### src/rtl/cr16_ctrl_hs.sv
// cr16_ctrl_hs: multicycle control unit for a 16-bit CR16-style datapath.
// Sequence is FETCH -> DECODE -> EXEC, or FETCH -> DECODE -> MEM for loads/stores.
// Memory requests stay asserted until mem_ack arrives or a bounded timeout aborts them.
// Jcond and Bcond share one condition evaluator that samples the live flag inputs in EXEC.
// R-type ext codes match the ALU codes: ADD 1000, SUB 0001, CMP 0010, AND 0011,
// OR 0100, XOR 0101, and MOV 0000.
// Optional feature macro: CR16_CTRL_TRAP_ILLEGAL_EN. When it is defined, an illegal
// encoding parks the unit in TRAP and adds a trap output port.
module cr16_ctrl_hs #(
  parameter int ALU_W       = 4,
  parameter int MEM_TIMEOUT = 15,
  parameter int TO_W        = 8
) (
  input  logic             clk,
  input  logic             reset,
  input  logic [15:0]      instr,
  input  logic [4:0]       flags,
  input  logic             mem_ack,
  output logic             mem_rd,
  output logic             mem_wr,
  output logic             src_en,
  output logic             dst_en,
  output logic             imm_en,
  output logic             imm_sign,
  output logic [ALU_W-1:0] alu_op,
  output logic             alu_b_imm,
  output logic             rf_we,
  output logic [1:0]       wb_sel,
  output logic             flags_we,
  output logic [1:0]       pc_sel,
  output logic             retire,
  output logic             mem_err
`ifdef CR16_CTRL_TRAP_ILLEGAL_EN
  ,
  output logic             trap
`endif
);

  localparam logic [ALU_W-1:0] ALU_PASS = ALU_W'(4'b0000);
  localparam logic [ALU_W-1:0] ALU_ADD  = ALU_W'(4'b1000);
  localparam logic [ALU_W-1:0] ALU_SUB  = ALU_W'(4'b0001);
  localparam logic [ALU_W-1:0] ALU_CMP  = ALU_W'(4'b0010);
  localparam logic [ALU_W-1:0] ALU_AND  = ALU_W'(4'b0011);
  localparam logic [ALU_W-1:0] ALU_OR   = ALU_W'(4'b0100);
  localparam logic [ALU_W-1:0] ALU_XOR  = ALU_W'(4'b0101);
  localparam logic [ALU_W-1:0] ALU_LUI  = ALU_W'(4'b0110);
  localparam logic [ALU_W-1:0] ALU_LSH  = ALU_W'(4'b0111);

  localparam logic [TO_W-1:0] TO_LAST = TO_W'(MEM_TIMEOUT - 1);

  typedef enum logic [2:0] {
    S_FETCH,
    S_DECODE,
    S_EXEC,
    S_MEM,
    S_TRAP
  } state_t;

  state_t          state;
  logic [15:0]     ir;
  logic [TO_W-1:0] wait_cnt;

  logic [3:0] op;
  logic [3:0] cond;
  logic [3:0] ext;
  logic       rs_unused;

  assign op        = ir[15:12];
  assign cond      = ir[11:8];
  assign ext       = ir[7:4];
  // The rs field goes straight to the datapath register file, so the control unit never reads it.
  assign rs_unused = ^ir[3:0];

  logic             dec_reg;
  logic             dec_imm;
  logic             dec_load;
  logic             dec_stor;
  logic             dec_jal;
  logic             dec_jcond;
  logic             dec_bcond;
  logic             dec_lsh;
  logic             dec_lshi;
  logic             dec_sign;
  logic             dec_fwe;
  logic             dec_cmp;
  logic             dec_mov;
  logic             dec_alu;
  logic             dec_legal;
  logic [ALU_W-1:0] dec_alu_op;

  logic waiting;
  logic timeout;
  logic cond_ok;

  // Evaluates the shared Jcond/Bcond condition code against {C,L,F,Z,N}.
  function automatic logic cond_true(input logic [3:0] c, input logic [4:0] f);
    logic fc, fl, ff, fz, fn;
    fc = f[4];
    fl = f[3];
    ff = f[2];
    fz = f[1];
    fn = f[0];
    case (c)
      4'b0000: cond_true = fz;
      4'b0001: cond_true = !fz;
      4'b0010: cond_true = fc;
      4'b0011: cond_true = !fc;
      4'b0100: cond_true = fl;
      4'b0101: cond_true = !fl;
      4'b0110: cond_true = fn;
      4'b0111: cond_true = !fn;
      4'b1000: cond_true = ff;
      4'b1001: cond_true = !ff;
      4'b1010: cond_true = !fl && !fz;
      4'b1011: cond_true = fl || fz;
      4'b1100: cond_true = !fn && !fz;
      4'b1101: cond_true = fn || fz;
      4'b1110: cond_true = 1'b1;
      default: cond_true = 1'b0;
    endcase
  endfunction

  assign cond_ok = cond_true(cond, flags);

  // A request is outstanding in FETCH and MEM. It aborts on the last counted cycle unless ack arrives in that same cycle.
  assign waiting = (state == S_FETCH) || (state == S_MEM);
  assign timeout = waiting && !mem_ack && (wait_cnt == TO_LAST);

  // Classify the latched instruction into its instruction family and ALU behaviour.
  always_comb begin
    dec_reg    = 1'b0;
    dec_imm    = 1'b0;
    dec_load   = 1'b0;
    dec_stor   = 1'b0;
    dec_jal    = 1'b0;
    dec_jcond  = 1'b0;
    dec_bcond  = 1'b0;
    dec_lsh    = 1'b0;
    dec_lshi   = 1'b0;
    dec_sign   = 1'b0;
    dec_fwe    = 1'b0;
    dec_cmp    = 1'b0;
    dec_mov    = 1'b0;
    dec_alu_op = ALU_PASS;
    case (op)
      4'b0000: begin
        dec_reg = 1'b1;
        case (ext)
          4'b1000: begin dec_alu_op = ALU_ADD; dec_fwe = 1'b1; end
          4'b0001: begin dec_alu_op = ALU_SUB; dec_fwe = 1'b1; end
          4'b0010: begin dec_alu_op = ALU_CMP; dec_fwe = 1'b1; dec_cmp = 1'b1; end
          4'b0011: dec_alu_op = ALU_AND;
          4'b0100: dec_alu_op = ALU_OR;
          4'b0101: dec_alu_op = ALU_XOR;
          4'b0000: dec_mov = 1'b1;
          default: dec_reg = 1'b0;
        endcase
      end
      4'b0001: begin dec_imm = 1'b1; dec_alu_op = ALU_AND; end
      4'b0010: begin dec_imm = 1'b1; dec_alu_op = ALU_OR; end
      4'b0011: begin dec_imm = 1'b1; dec_alu_op = ALU_XOR; end
      4'b0101: begin
        dec_imm = 1'b1; dec_sign = 1'b1; dec_fwe = 1'b1; dec_alu_op = ALU_ADD;
      end
      4'b1001: begin
        dec_imm = 1'b1; dec_sign = 1'b1; dec_fwe = 1'b1; dec_alu_op = ALU_SUB;
      end
      4'b1011: begin
        dec_imm = 1'b1; dec_sign = 1'b1; dec_fwe = 1'b1; dec_cmp = 1'b1;
        dec_alu_op = ALU_CMP;
      end
      4'b1101: begin dec_imm = 1'b1; dec_sign = 1'b1; dec_mov = 1'b1; end
      4'b1111: begin dec_imm = 1'b1; dec_alu_op = ALU_LUI; end
      4'b0100: begin
        case (ext)
          4'b0000: dec_load  = 1'b1;
          4'b0100: dec_stor  = 1'b1;
          4'b1000: dec_jal   = 1'b1;
          4'b1100: dec_jcond = 1'b1;
          default: ;
        endcase
      end
      4'b1000: begin
        if (ext == 4'b0100) begin
          dec_lsh    = 1'b1;
          dec_alu_op = ALU_LSH;
        end else if (ext[3:1] == 3'b000) begin
          dec_lshi   = 1'b1;
          dec_alu_op = ALU_LSH;
        end
      end
      4'b1100: dec_bcond = 1'b1;
      default: ;
    endcase
  end

  assign dec_alu   = dec_reg | dec_imm | dec_lsh | dec_lshi;
  assign dec_legal = dec_alu | dec_load | dec_stor | dec_jal | dec_jcond | dec_bcond;

  // Advance the state, latch the fetched instruction and run the request timeout counter.
  always_ff @(posedge clk or negedge reset) begin
    if (!reset) begin
      state    <= S_FETCH;
      ir       <= 16'h0000;
      wait_cnt <= '0;
    end else begin
      if (waiting && !mem_ack && !timeout) begin
        wait_cnt <= wait_cnt + TO_W'(1);
      end else begin
        wait_cnt <= '0;
      end
      case (state)
        S_FETCH: begin
          if (mem_ack) begin
            ir    <= instr;
            state <= S_DECODE;
          end
        end
        S_DECODE: begin
          if (dec_load || dec_stor) begin
            state <= S_MEM;
`ifdef CR16_CTRL_TRAP_ILLEGAL_EN
          end else if (!dec_legal) begin
            state <= S_TRAP;
`endif
          end else begin
            state <= S_EXEC;
          end
        end
        S_EXEC: state <= S_FETCH;
        S_MEM: begin
          if (mem_ack || timeout) begin
            state <= S_FETCH;
          end
        end
        S_TRAP: state <= S_TRAP;
        default: state <= S_FETCH;
      endcase
    end
  end

  // Drive the datapath controls from the current state. All outputs are forced low while reset is held.
  always_comb begin
    mem_rd    = 1'b0;
    mem_wr    = 1'b0;
    src_en    = 1'b0;
    dst_en    = 1'b0;
    imm_en    = 1'b0;
    imm_sign  = 1'b0;
    alu_op    = ALU_PASS;
    alu_b_imm = 1'b0;
    rf_we     = 1'b0;
    wb_sel    = 2'b00;
    flags_we  = 1'b0;
    pc_sel    = 2'b00;
    retire    = 1'b0;
    mem_err   = 1'b0;
`ifdef CR16_CTRL_TRAP_ILLEGAL_EN
    trap      = 1'b0;
`endif
    if (reset) begin
      case (state)
        S_FETCH: begin
          mem_rd  = 1'b1;
          mem_err = timeout;
        end
        S_DECODE: begin
          src_en   = dec_reg | dec_lsh | dec_load | dec_stor | dec_jal | dec_jcond;
          dst_en   = dec_reg | dec_lsh | dec_load | dec_stor | dec_jal | dec_jcond |
                     dec_imm | dec_lshi;
          imm_en   = dec_imm | dec_lshi;
          imm_sign = dec_sign;
        end
        S_EXEC: begin
          retire = 1'b1;
          pc_sel = 2'b01;
          if (dec_alu) begin
            alu_op    = dec_alu_op;
            alu_b_imm = dec_imm | dec_lshi;
            rf_we     = !dec_cmp;
            flags_we  = dec_fwe;
            wb_sel    = dec_mov ? 2'b10 : 2'b00;
          end else if (dec_jal) begin
            rf_we  = 1'b1;
            wb_sel = 2'b11;
            pc_sel = 2'b10;
          end else if (dec_jcond) begin
            pc_sel = cond_ok ? 2'b10 : 2'b01;
          end else if (dec_bcond) begin
            pc_sel = cond_ok ? 2'b11 : 2'b01;
          end
        end
        S_MEM: begin
          mem_rd = dec_load;
          mem_wr = dec_stor;
          if (mem_ack) begin
            rf_we  = dec_load;
            wb_sel = dec_load ? 2'b01 : 2'b00;
            pc_sel = 2'b01;
            retire = 1'b1;
          end else if (timeout) begin
            mem_err = 1'b1;
            pc_sel  = 2'b01;
            retire  = 1'b1;
          end
        end
        S_TRAP: begin
`ifdef CR16_CTRL_TRAP_ILLEGAL_EN
          trap = 1'b1;
`endif
        end
        default: ;
      endcase
    end
  end

endmodule
### config.mk
export PLATFORM = sky130hd
export DESIGN_NAME = cr16_ctrl_hs
export DESIGN_NICKNAME = d
export VERILOG_FILES = /design/src/rtl/cr16_ctrl_hs.sv
export SDC_FILE = /design/constraint.sdc
export NUM_CORES = 1
export LEC_CHECK = 0
export BUFFER_PORTS_ARGS = -buffer_cell sky130_fd_sc_hd__buf_2
export CAP_MARGIN = 0
export CORE_MARGIN = 5
export CORE_UTILIZATION = 48
export CTS_BUF_LIST = sky130_fd_sc_hd__clkbuf_16
export CTS_CLUSTER_DIAMETER = 120
export CTS_CLUSTER_SIZE = 12
export DETAILED_ROUTE_END_ITERATION = 12
export PLACE_DENSITY = 0.76
export SYNTH_ARGS = -nofsm -noshare
export SYNTH_HDL_FRONTEND = slang
export SYNTH_SLANG_ARGS = --single-unit
### constraint.sdc
create_clock -name clk -period 1.85 [get_ports clk]
set_input_delay 0.185 -clock clk [delete_from_list [all_inputs] [get_ports clk]]
set_output_delay 0.185 -clock clk [all_outputs]
set_load 0.01 [all_outputs]
==> impl_results.md <==
- Core region area: between 3000 and 4000 um^2
- Final antenna-violating net count: 0
- Antenna violations before repair: 0
- Class of the most critical setup path: flip-flop to output pin
- Hold Fails Final Rpt: 0
- Library cell with the highest instance count after synthesis: sky130_fd_sc_hd__nor2_1
- Average via count per standard cell: roughly 5.8
- Cell at the slowest stage of the critical path: sky130_fd_sc_hd__a2111o_1
- Gate count of the mapped netlist: about 210
- Root Buffer: sky130_fd_sc_hd__clkbuf_16
- Number of design-rule violations left by the first detailed-router iteration: approximately 230
- Largest incremental delay on the critical path: between 0.4 and 0.5 ns
- Worst Hold Depth: 3
- Number of distinct standard cells referenced by the synthesized netlist: 53
- Critical path endpoint category: output pin
- Number of placement rows: 22
- Capture point of the worst reg-to-reg path: state[0]
- RSZ-0062 raised after global routing: true
- Number of input and output port buffers inserted: 38
- Top cell type's share of synthesized area: 32.6%
- Net count, final: between 300 and 400
- Seq/Total Area, Yosys: approximately a third
- Length of the first detailed-routing pass in iterations: 4
- Clock tree buffer depth: 2
- Area of the die: 4990 um^2
- Number of max-cap violations: 0
- Outcome: finished, violations left
- Vertical extent of the die: ~71 um
- Filler Cell Count: around 250
- Path type of the worst min-delay path: input port to flip-flop
- Final WL: roughly 6.1 mm
- Routability congestion estimate: around 0.93
- Clock tree sinks: 23
- Initial core utilization: roughly 49%
- Clock tree from TritonCTS: built
- Via count of the routed design: about 2.0k
- Critical hold path startpoint: instr[14]
- Count of state elements after synthesis: 23
- Wire length per cell: roughly 18 um
- Pin count of the biggest net entering global routing: 16
- Fraction of layout cells with a size suffix above 1: 54.3%
- Synth async-reset ratio: 100%
- Top post-synthesis cells by area: sky130_fd_sc_hd__dfrtp_1 33%, sky130_fd_sc_hd__mux2_2 6.4%, sky130_fd_sc_hd__nor2_1 5.1%, sky130_fd_sc_hd__xor2_1 4.0%, sky130_fd_sc_hd__nor3_1 3.1%
- Width of the die: 70.7 um
- Synthesized area per cell: about 8.5 um^2
- Worst clock skew on the final layout: 0.00137 ns
- Reg area: about 580 um^2
- Overall track demand over capacity in global routing: 21.6%
- Antenna Cells: 0
- Area growth from synthesis to layout: 53.6%
- Hold EP: ir[14]
- Final critical-path setup slack: -0.586 ns
- Number of buffers created by CTS: 3
- Final setup viols: 17
- Max_slew headroom: between 70% and 80%
- Largest delay share family, worst path: compound AO/OA/AOI/OAI gates
- Top cell types by occurrence after synthesis: 24 x sky130_fd_sc_hd__nor2_1, 23 x sky130_fd_sc_hd__dfrtp_1, 14 x sky130_fd_sc_hd__nand2_1, 11 x sky130_fd_sc_hd__nor3_1
- Leakage Power: 1.24 nW
- H-Tree Level Count: 1
- DP Wirelength: 3.76 mm
- Post-route DRC violation count: 0
- Register-to-register path setup slack: -0.03 ns
- Post-synthesis cell type with the largest combined area: sky130_fd_sc_hd__dfrtp_1
- Via count of the first global-routing pass: approximately 1.9k
- Yosys Warn Count: 0
- Depth of the most critical reg-to-reg path: 9
- Power per cell area: between 1500 and 2000 nW/um^2
- Worst setup timing slack at the placement stage: -0.241 ns
- Arr. time, crit path: ~2.3 ns
- Overall overflow remaining after global route: 0
- Worst IR drop on VDD: between 0.0008 and 0.0009 V
- Worst path cell trace: nor2_1 -> o21ai_0 -> a2111o_1 -> a211o_4 -> a2111oi_4 -> buf_2
- Area used by multi-input combinational logic: about 1300 um^2
- Num ports: between 40 and 50
- Number of nets produced by synthesis: 234
- Number of enable flip-flop cells after synthesis: 0
- Slew at the pin closest to its max-slew limit: between 0.4 and 0.5 ns
- Final critical path time including I/O delays and setup: 2.44 ns
- Crit path required time: 1.66 ns
- Clock latency on the worst-skew pair: roughly 0.26 ns
- Netlist area before placement: roughly 1800 um^2
- Global-route wire length before repair: ~8.9 mm
- Fmax: a little over 0.4 GHz
- Violations in the final reports: setup timing
- Maximum net fanout on the critical path: 5
- Clock-pin transition on the worst setup and hold timing paths: 0.06 ns
- Ys flop type: sky130_fd_sc_hd__dfrtp_1
- Final Hold Slack: roughly 0.15 ns
- Worst R2R Start: ir[15]
- Max Slew Vio Count: 0
- Critical Path Start Type: flip-flop
- Total buffers and inverters traversed by the critical path: 1
- Tcrit/Tclk final: 132%
-- cells in the final DEF, fill, tap and decap left out, types with 4 or more instances in the layout --
cell                       instances
sky130_fd_sc_hd__buf_6            10
sky130_fd_sc_hd__dfrtp_2           7
sky130_fd_sc_hd__nand2_1          14
sky130_fd_sc_hd__xor2_1            8
sky130_fd_sc_hd__nand4_1           5
sky130_fd_sc_hd__o21ai_0           8
sky130_fd_sc_hd__buf_4            49
sky130_fd_sc_hd__inv_1             4
sky130_fd_sc_hd__mux2_2           10
sky130_fd_sc_hd__nand2b_1          4
sky130_fd_sc_hd__a21oi_1           7
sky130_fd_sc_hd__nor2_2            5
sky130_fd_sc_hd__nor3_1            5
sky130_fd_sc_hd__a31oi_1           6
sky130_fd_sc_hd__buf_2            37
sky130_fd_sc_hd__nand3_1           5
sky130_fd_sc_hd__dfrtp_1          16
sky130_fd_sc_hd__nor3_2            5
sky130_fd_sc_hd__nor2_1           19
-- registers in the layout, summed over array words and instances (netlist names) --
register,cells
ir,12
wait_cnt,8
state,3
-- kinds of logic (layout without fill, tap and decap cells) --
logic type | after synthesis | after routing | synth area share, %
buffers and inverters | 21 | 106 | 6.30
AOI/OAI and AO/OA | 47 | 47 | 19.1
and+or+nand+nor | 95 | 95 | 29.2
DFF | 23 | 23 | 32.6
xor gates and xnor gates | 9 | 9 | 4.46
muxes | 11 | 11 | 6.94
adders and majority gates | 2 | 2 | 1.42
-- what timing repair did --
item                                    4_1_cts  5_1_grt
endpoints found under the hold margin        23        0
hold buffers                                  1        0
buffers inserted                              5        9
pin swaps                                    10       15
gates resized for setup                      37       22
endpoints found under the setup margin       18       20
-- worst min-delay path, cell delays in order --
cell and delay [ns]:
sky130_fd_sc_hd__buf_2 0.08, sky130_fd_sc_hd__nand2_1 0.04, sky130_fd_sc_hd__o21ai_0 0.06
-- report_power, final --
part	switching (mW)	total, mW	internal, mW
combinational	1.47	2.90	1.42
sequential	0.296	0.990	0.695
clock	0.179	0.470	0.291
-- stage by stage --
| stage | cell area, um^2 | utilization (%) | setup TNS (ns) | power, mW | cells |
|---|---|---|---|---|---|
| after floorplan | 1770 | - | -0.332 | 2.32 | 208 |
| after global placement | 2260 | 62.7 | -0.588 | 3.10 | 322 |
| after detailed placement | 2260 | 62.7 | -0.889 | 3.17 | 322 |
| after CTS | 2530 | 70.1 | -3.86 | 3.96 | 332 |
| after global routing | 2710 | 75.3 | -6.50 | 4.61 | 341 |
| final | 2710 | 75.3 | -5.39 | 4.36 | 341 |
-- layout make-up --
class                   instances  area share (%)
repair buffers                 97            25.0
clock buffers                   3            2.77
multi-input cells             164            47.6
clock inverters                 1           0.184
inverters                       5           0.692
well taps                      48            2.21
flip-flops and latches         23            21.5
-- metal layers --
| layer | vias up | routed length (um) | GRT usage (%) |
|---|---|---|---|
| li1 | 930 | - | - |
| met1 | 928 | 2470 | 29.5 |
| met2 | 95 | 2950 | 34.8 |
| met3 | 22 | 426 | 3.55 |
| met4 | 0 | 224 | 7.72 |
| met5 | - | 0 | 0 |
-- how the worst max path moves through the flow --
stage	start	end	slack [ns]	cells past startpoint
after detailed placement	ir[5]	alu_op[3]	-0.24	6
after global placement	ir[7]	alu_op[3]	-0.18	6
final	ir[15]	alu_op[3]	-0.59	6
after floorplan	ir[14]	alu_op[3]	-0.11	5
after CTS	ir[7]	alu_op[3]	-0.47	6
after global routing	ir[15]	alu_op[3]	-0.64	6
Power figures use the tool's default switching activity.
